[src/rtl/fifo_pkg.sv]
// Shared definitions for the FIFO controller, register file and wrapper.
//   AWIDTH   default address width (FIFO depth = 2**AWIDTH)
//   DEPTH    default number of entries
//   op_e     per-edge operation, encoded as {push accepted, pop accepted}
package fifo_pkg;

  localparam int AWIDTH = 2;
  localparam int DEPTH  = 2 ** AWIDTH;
  localparam int DWIDTH = 8;

  typedef enum logic [1:0] {
    OP_IDLE = 2'b00,
    OP_POP  = 2'b01,
    OP_PUSH = 2'b10,
    OP_BOTH = 2'b11
  } op_e;

  function automatic op_e decode_op(input logic push_ok, input logic pop_ok);
    return op_e'({push_ok, pop_ok});
  endfunction

endpackage

[src/rtl/fifo.sv]
// Synchronous FIFO: fifo_ctrl driving a reg_file. rdata is the head word and
// is valid whenever empty is low.
// Optional feature macro: FIFO_CTRL_LEVEL_EN exposes the occupancy `level`.
//   clk, reset  clock and synchronous active-high reset
//   wr, wdata   push request and data
//   rd          pop request
//   rdata       head word
//   full/empty  status flags
//   level       occupancy (FIFO_CTRL_LEVEL_EN only)
module fifo
  import fifo_pkg::*;
#(
  parameter int Awidth = AWIDTH,
  parameter int Dwidth = DWIDTH
) (
  input  logic              clk,
  input  logic              reset,
  input  logic              wr,
  input  logic              rd,
  input  logic [Dwidth-1:0] wdata,
  output logic [Dwidth-1:0] rdata,
  output logic              full,
  output logic              empty
`ifdef FIFO_CTRL_LEVEL_EN
  ,
  output logic [Awidth:0]   level
`endif
);

  logic              wren;
  logic [Awidth-1:0] waddr;
  logic [Awidth-1:0] raddr;

  fifo_ctrl #(.Awidth(Awidth)) u_ctrl (
    .clk   (clk),
    .reset (reset),
    .wr    (wr),
    .rd    (rd),
    .wren  (wren),
    .waddr (waddr),
    .raddr (raddr),
    .full  (full),
    .empty (empty)
`ifdef FIFO_CTRL_LEVEL_EN
    ,
    .level (level)
`endif
  );

  reg_file #(.Awidth(Awidth), .Dwidth(Dwidth)) u_rf (
    .clk   (clk),
    .wren  (wren),
    .waddr (waddr),
    .wdata (wdata),
    .raddr (raddr),
    .rdata (rdata)
  );

endmodule

[src/rtl/reg_file.sv]
// Dual-address register file: one synchronous write port, one combinational
// read port. No reset; contents are only meaningful once written.
//   clk    in   rising-edge clock
//   wren   in   write enable
//   waddr  in   write address
//   wdata  in   write data
//   raddr  in   read address
//   rdata  out  combinational read data at raddr
module reg_file
  import fifo_pkg::*;
#(
  parameter int Awidth = AWIDTH,
  parameter int Dwidth = DWIDTH
) (
  input  logic              clk,
  input  logic              wren,
  input  logic [Awidth-1:0] waddr,
  input  logic [Dwidth-1:0] wdata,
  input  logic [Awidth-1:0] raddr,
  output logic [Dwidth-1:0] rdata
);

  logic [Dwidth-1:0] mem [2**Awidth];

  always_ff @(posedge clk) begin
    if (wren) mem[waddr] <= wdata;
  end

  assign rdata = mem[raddr];

endmodule

[src/rtl/fifo_ctrl.sv]
// Pointer/flag controller for a synchronous FIFO around a dual-address
// register file. Turns push/pop requests into write enable plus write/read
// addresses and tracks full/empty. The file's combinational rdata at raddr is
// the FIFO head.
//
// Optional feature macro: FIFO_CTRL_LEVEL_EN adds a registered occupancy
// output `level`; without it the port and counter are absent.
//
// Ports:
//   clk    in   rising-edge clock
//   reset  in   synchronous active-high reset (overrides wr/rd)
//   wr     in   push request; data sits on the file's wdata this cycle
//   rd     in   pop request; head word is consumed at this edge
//   wren   out  write enable to the file (combinational, accepted push)
//   waddr  out  write pointer (registered)
//   raddr  out  read pointer / head of queue (registered)
//   full   out  no free entry (registered)
//   empty  out  no valid entry (registered)
//   level  out  occupancy 0..2**Awidth (FIFO_CTRL_LEVEL_EN only)
module fifo_ctrl
  import fifo_pkg::*;
#(
  parameter int Awidth = AWIDTH
) (
  input  logic              clk,
  input  logic              reset,
  input  logic              wr,
  input  logic              rd,
  output logic              wren,
  output logic [Awidth-1:0] waddr,
  output logic [Awidth-1:0] raddr,
  output logic              full,
  output logic              empty
`ifdef FIFO_CTRL_LEVEL_EN
  ,
  output logic [Awidth:0]   level
`endif
);

  localparam logic [Awidth-1:0] PTR_ONE = Awidth'(1);

  logic              push_ok;
  logic              pop_ok;
  logic [Awidth-1:0] waddr_inc;
  logic [Awidth-1:0] raddr_inc;

  // A push while full is still accepted when a pop frees the head slot at the
  // same edge; the file reads the old head and overwrites it simultaneously.
  assign push_ok   = wr & (~full | rd);
  assign pop_ok    = rd & ~empty;
  assign wren      = push_ok & ~reset;

  // Natural wrap: pointers are exactly Awidth bits, no extra lap bit.
  assign waddr_inc = waddr + PTR_ONE;
  assign raddr_inc = raddr + PTR_ONE;

`ifdef FIFO_CTRL_LEVEL_EN
  localparam logic [Awidth:0] LVL_ONE = (Awidth + 1)'(1);
`endif

  always_ff @(posedge clk) begin
    if (reset) begin
      waddr <= '0;
      raddr <= '0;
      full  <= 1'b0;
      empty <= 1'b1;
`ifdef FIFO_CTRL_LEVEL_EN
      level <= '0;
`endif
    end else begin
      case (decode_op(push_ok, pop_ok))
        OP_PUSH: begin
          waddr <= waddr_inc;
          empty <= 1'b0;
          full  <= (waddr_inc == raddr);
`ifdef FIFO_CTRL_LEVEL_EN
          level <= level + LVL_ONE;
`endif
        end
        OP_POP: begin
          raddr <= raddr_inc;
          full  <= 1'b0;
          empty <= (raddr_inc == waddr);
`ifdef FIFO_CTRL_LEVEL_EN
          level <= level - LVL_ONE;
`endif
        end
        OP_BOTH: begin
          // Occupancy unchanged, so flags and level hold.
          waddr <= waddr_inc;
          raddr <= raddr_inc;
        end
        default: begin
        end
      endcase
    end
  end

endmodule

[config.mk]
export PLATFORM = sky130hd
export DESIGN_NAME = fifo
export DESIGN_NICKNAME = d
export VERILOG_FILES = /design/src/rtl/fifo_pkg.sv /design/src/rtl/fifo.sv /design/src/rtl/reg_file.sv /design/src/rtl/fifo_ctrl.sv
export SDC_FILE = /design/constraint.sdc
export NUM_CORES = 1
export LEC_CHECK = 0
export ABC_AREA = 1
export CELL_PAD_IN_SITES_DETAIL_PLACEMENT = 0
export CELL_PAD_IN_SITES_GLOBAL_PLACEMENT = 1
export CORE_MARGIN = 3
export CORE_UTILIZATION = 30
export CTS_CLUSTER_SIZE = 8
export DETAILED_ROUTE_END_ITERATION = 16
export PLACE_DENSITY_LB_ADDON = 0.15
export REMOVE_ABC_BUFFERS = 1
export SYNTH_ARGS = -nofsm -noshare
export SYNTH_HDL_FRONTEND = slang
export SYNTH_SLANG_ARGS = --single-unit
export TNS_END_PERCENT = 5
[constraint.sdc]
create_clock -name clk -period 1.98 [get_ports clk]
set_input_delay 0.396 -clock clk [delete_from_list [all_inputs] [get_ports clk]]
set_output_delay 0.396 -clock clk [all_outputs]
set_load 0.01 [all_outputs]
# After elaboration in Yosys (flattened, before gate mapping)
# Memories as Yosys holds them, arrays and structs flattened. A register that Yosys moved wholly into a read port is not among the register bits.
# Cells that the tools add are included.
# totals
out_inout_bits,10
n_memories,1
register_bits,6
mem_bits_rw,32
in_bits,12
# op_classes
reduce_logical,3
n_eq_ne,5
bitwise_logic,7
add_sub_neg,2
n_mux,6
# memory_table
name,depth,width,rd,rd_clocked_by_memory_dff,write_ports,line,source
u_rf.mem,4,8,1,1,1,reg_file.sv:23,logic [Dwidth-1:0] mem [2**Awidth];
# ops
operator,n
$add 2x1->2 const B,2
$eq 2x2->1,2
$eq 2x2->1 const B,2
$mux 2,2
$pmux 1 s2,2
$reduce_or 2->1,2
$and 1x1->1,3
$not 1->1,3
$eq 2x1->1 const B,1
$mux 1,2
$reduce_bool 2->1,1
$or 1x1->1,1

# Longest topological paths before layout
# depth
ltp_word,7
mapped_depth,8
depth_no_buf,8

# Modules after synthesis
# A second synthesis with hierarchy kept.
# hier_totals
hier_cells,182
hier_area_um2,1724.2
# by_module_without_submodules
module,n_inst,cells_each,area_each_um2,seq_area_each_um2
reg_file,1,133,1387.6,960.9
fifo_ctrl,1,49,336.6,120.1

# Least setup slack after synthesis
# Ideal clock, no wire load.
# synth_timing
path_type,input port to flip-flop
start,in rd
end,mem u_rf.mem[0][0] (netlist bit) (enable)
cell_stages,4
setup_time_ns,0.371
arrival_ns,1.025
path_slack_ns,0.585
path_cell_list,o21ai_1 > inv_1 > nand2_1 > nor2_1
# synth_via
elab_chain_len,5
# synth_lines
item,line,source
start: declaration,fifo.sv:19,"input logic rd,"
$or 1x1->1,fifo_ctrl.sv:49,assign push_ok = wr & (~full | rd);
$and 1x1->1,fifo_ctrl.sv:49,
$and 1x1->1,fifo_ctrl.sv:51,assign wren = push_ok & ~reset;
$mux 1,reg_file.sv:26,if (wren) mem[waddr] <= wdata;
$mux 1 (not written as such),reg_file.sv:26,
end: declaration,reg_file.sv:23,
# No other way between the ends.

==> impl_metrics.env <==
export IMPL_final_layout_size_suffix_gt1_share_pct=11.8
export IMPL_cts_sinks=40
export IMPL_violations="setup timing"
export IMPL_fin_crit_ns=2.11
export IMPL_hpwlAfterDp_um=2290
export IMPL_post_route_period_util_pct=107
export IMPL_synth_cell_type_count=18
export IMPL_syn_area_um2=1670
export IMPL_synth_most_common_cell="edfxtp_1"
export IMPL_drv_slew=0
export IMPL_tritoncts="built"
export IMPL_synth_area_per_cell_um2=11.6
export IMPL_fin_util_pct=40.3
export IMPL_routedWlPerCell_um=13.7
export IMPL_place_congestion=0.798
export IMPL_drtIter0Drc=72
export IMPL_r2r_start="u_ctrl.full$_SDFFE_PP0P_"
export IMPL_cts_resized=5
export IMPL_drv_cap=0
export IMPL_via_per_inst=4.61
export IMPL_tightest_slew_ns=0.293
export IMPL_path_clk_slew_ns=0.07
export IMPL_routed_wl_um=3390
export IMPL_grt_overflow_total=0
export IMPL_skew_ns=0.00689
export IMPL_numPortBuffers=21
export IMPL_leakage_nw=0.773
export IMPL_die_area_um2=6490
export IMPL_fin_setup_tns_ns=-0.633
export IMPL_reg2regPathDepth=7
export IMPL_critPathRequiredTime_ns=1.58
export IMPL_path_class="flop to output port"
export IMPL_seq_area_frac_synth_pct=67.2
export IMPL_crit_buf_inv=2
export IMPL_grt_max_degree=17
export IMPL_dominantRegCellSynth="edfxtp_1"
export IMPL_cts_max_path_buffers=2
export IMPL_grt_pass1_vias=1134
export IMPL_hold_path_end="u_ctrl.empty$_SDFFE_PP1P_"
export IMPL_reg2reg_slack_ns=0.56
export IMPL_crit_arrival_ns=1.72
export IMPL_die_h_um=80.6
export IMPL_slew_headroom_pct=80.4
export IMPL_ios=22
export IMPL_p_per_area_nw_per_um2=891
export IMPL_area_delta_synth_final_pct=26.5
export IMPL_cp_slowest_cell="clkdlybuf4s50_1"
export IMPL_hold_class="flop to flop"
export IMPL_die_w_um=80.6
export IMPL_yosysTopAreaCellShare_pct=57.6
export IMPL_drt_pass1_iter_count=4
export IMPL_rr_endpoint="u_ctrl.waddr[0]$_SDFFE_PP0P_"
export IMPL_drc=0
export IMPL_critPathMaxStageDelay_ns=0.57
export IMPL_hold_depth=2
export IMPL_cts_hold_buf=0
export IMPL_finalNetCount=196
export IMPL_worstSetupStartpointType="flop"
export IMPL_antenna_found_initial=0
export IMPL_synth_edf_count=32
export IMPL_grt_util_all_layers_pct=11.6
export IMPL_async_reset_ff_share_pct=0
export IMPL_syn_inst=144
export IMPL_num_rows=26
export IMPL_cts_root_buf="clkbuf_8"
export IMPL_yosys_area_top_type="edfxtp_1"
export IMPL_final_cells=248
export IMPL_clock_latency_ns=0.29
export IMPL_max_vdd_ir_drop_uv=285
export IMPL_htree_levels=2
export IMPL_fmax_mhz=473
export IMPL_rsz0062_at_grt="yes"
export IMPL_post_cts_setup_buffer_count=0
export IMPL_layout_setup_ws_ns=-0.134
export IMPL_dp_cells=240
export IMPL_path_delay_family="buffers and inverters"
export IMPL_ys_ff_latch=40
export IMPL_outcome="finished with violations"
export IMPL_critPathMaxFanout=16
export IMPL_cp_end_kind="output port"
export IMPL_synth_commonest_cells="edfxtp_1 (32), nor2_1 (22), nand2_1 (17)"
export IMPL_drtAntennaViolNets=0
export IMPL_coreArea_um2=5240
export IMPL_min_from="u_ctrl.empty$_SDFFE_PP1P_"
export IMPL_hold_viol=0
export IMPL_ys_warnings_count=0
export IMPL_numCtsBuffers=5
export IMPL_n_antenna_cell=0
export IMPL_ys_top_cells_by_area="edfxtp_1 (58%), dfxtp_1 (9.6%), ha_1 (5.2%), nor2_1 (4.9%), o21ai_0 (3.9%)"
export IMPL_grt_pass1_wl_um=5530
export IMPL_start_util_pct=31.9
export IMPL_path_cells="inv_2 > nor2_1 > o22ai_1 > clkdlybuf4s50_1"
export IMPL_fill_cells=516
export IMPL_vias=1143
export IMPL_finalSetupViolCount=7
[metal layers]
| metal | GRT usage (%) | wire [µm] | up-vias |
|---|---|---|---|
| met2 | 18.4 | 1670 | 33 |
| li1 | - | - | 562 |
| met4 | 5.57 | 68 | 0 |
| met1 | 13.8 | 1450 | 541 |
| met3 | 4.48 | 199 | 7 |
| met5 | 0 | 0 | - |
[kinds of logic after synthesis]
logic type	count (synthesis)	synth area share (%)
AOI/OAI and AO/OA	35	12.1
xor gates and xnor gates	1	0.525
adders and majority gates	7	5.25
buffers and inverters	18	4.95
DFF	40	67.2
and+or+nand+nor	43	10.0
[sequential cells by signal, summed over array words and instances, names as in the netlist, named ones only]
name / flops
u_ctrl.waddr: 2
u_ctrl.raddr: 2
u_ctrl.empty: 1
u_ctrl.full: 1
u_rf.mem: 32
[worst reg2reg max path: cells and delay by family, from the launching register on]
kind / cells / cell delay [ns]
compound gates: 3 / 0.39
fa+ha+maj: 1 / 0.20
buf+inv: 2 / 0.16
flops: 1 / 0.35
simple gates: 1 / 0.21
[placed cells by master, fill, tap and decap left out, types with 5 or more instances in the layout]
cell              n
dfxtp_1           7
nand2_1          17
o21ai_0          13
a21oi_1           7
clkbuf_8          5
nor2_1           22
buf_4             6
ha_1              7
clkdlybuf4s50_1  20
inv_1            14
edfxtp_1         32
o22ai_1           8
[worst max-delay path by stage]
stage,start,end,slack [ns],cells after the start
floorplan,flop,rdata[0],0.56,3
global placement,flop,rdata[1],-0.02,4
detailed placement,flop,rdata[1],-0.02,4
CTS,flop,rdata[1],-0.15,4
global route,flop,rdata[0],-0.23,4
finish,flop,rdata[1],-0.13,4
[through the flow]
stage | instance area (µm²) | worst slack [ns] | hold slack, ns | power, mW
after detailed placement | 2000 | -0.0180 | 0.510 | 1.26
final | 2110 | -0.134 | 0.525 | 1.88
after global placement | 2000 | -0.0154 | 0.515 | 1.25
after floorplan | 1650 | 0.564 | 0.474 | 1.12
after global routing | 2110 | -0.229 | 0.560 | 1.96
after CTS | 2110 | -0.153 | 0.530 | 1.90
[area by class of cell]
cell class	instances	area, µm²	share of cell area (%)
Clock buffer	6	72.6	3.44
Clock inverter	2	35.0	1.66
Inverter	16	62.6	2.96
Multi-Input combinational cell	86	465	22.1
Sequential cell	40	1120	53.2
Tap cell	70	87.6	4.15
Timing Repair Buffer	28	265	12.6
[where the power goes]
group	total [mW]	internal, mW	switching [mW]	leakage, nW
clock	0.645	0.374	0.271	0.0552
combinational	0.265	0.123	0.142	0.361
sequential	0.970	0.948	0.0228	0.357
Power figures use the tool's default switching activity.
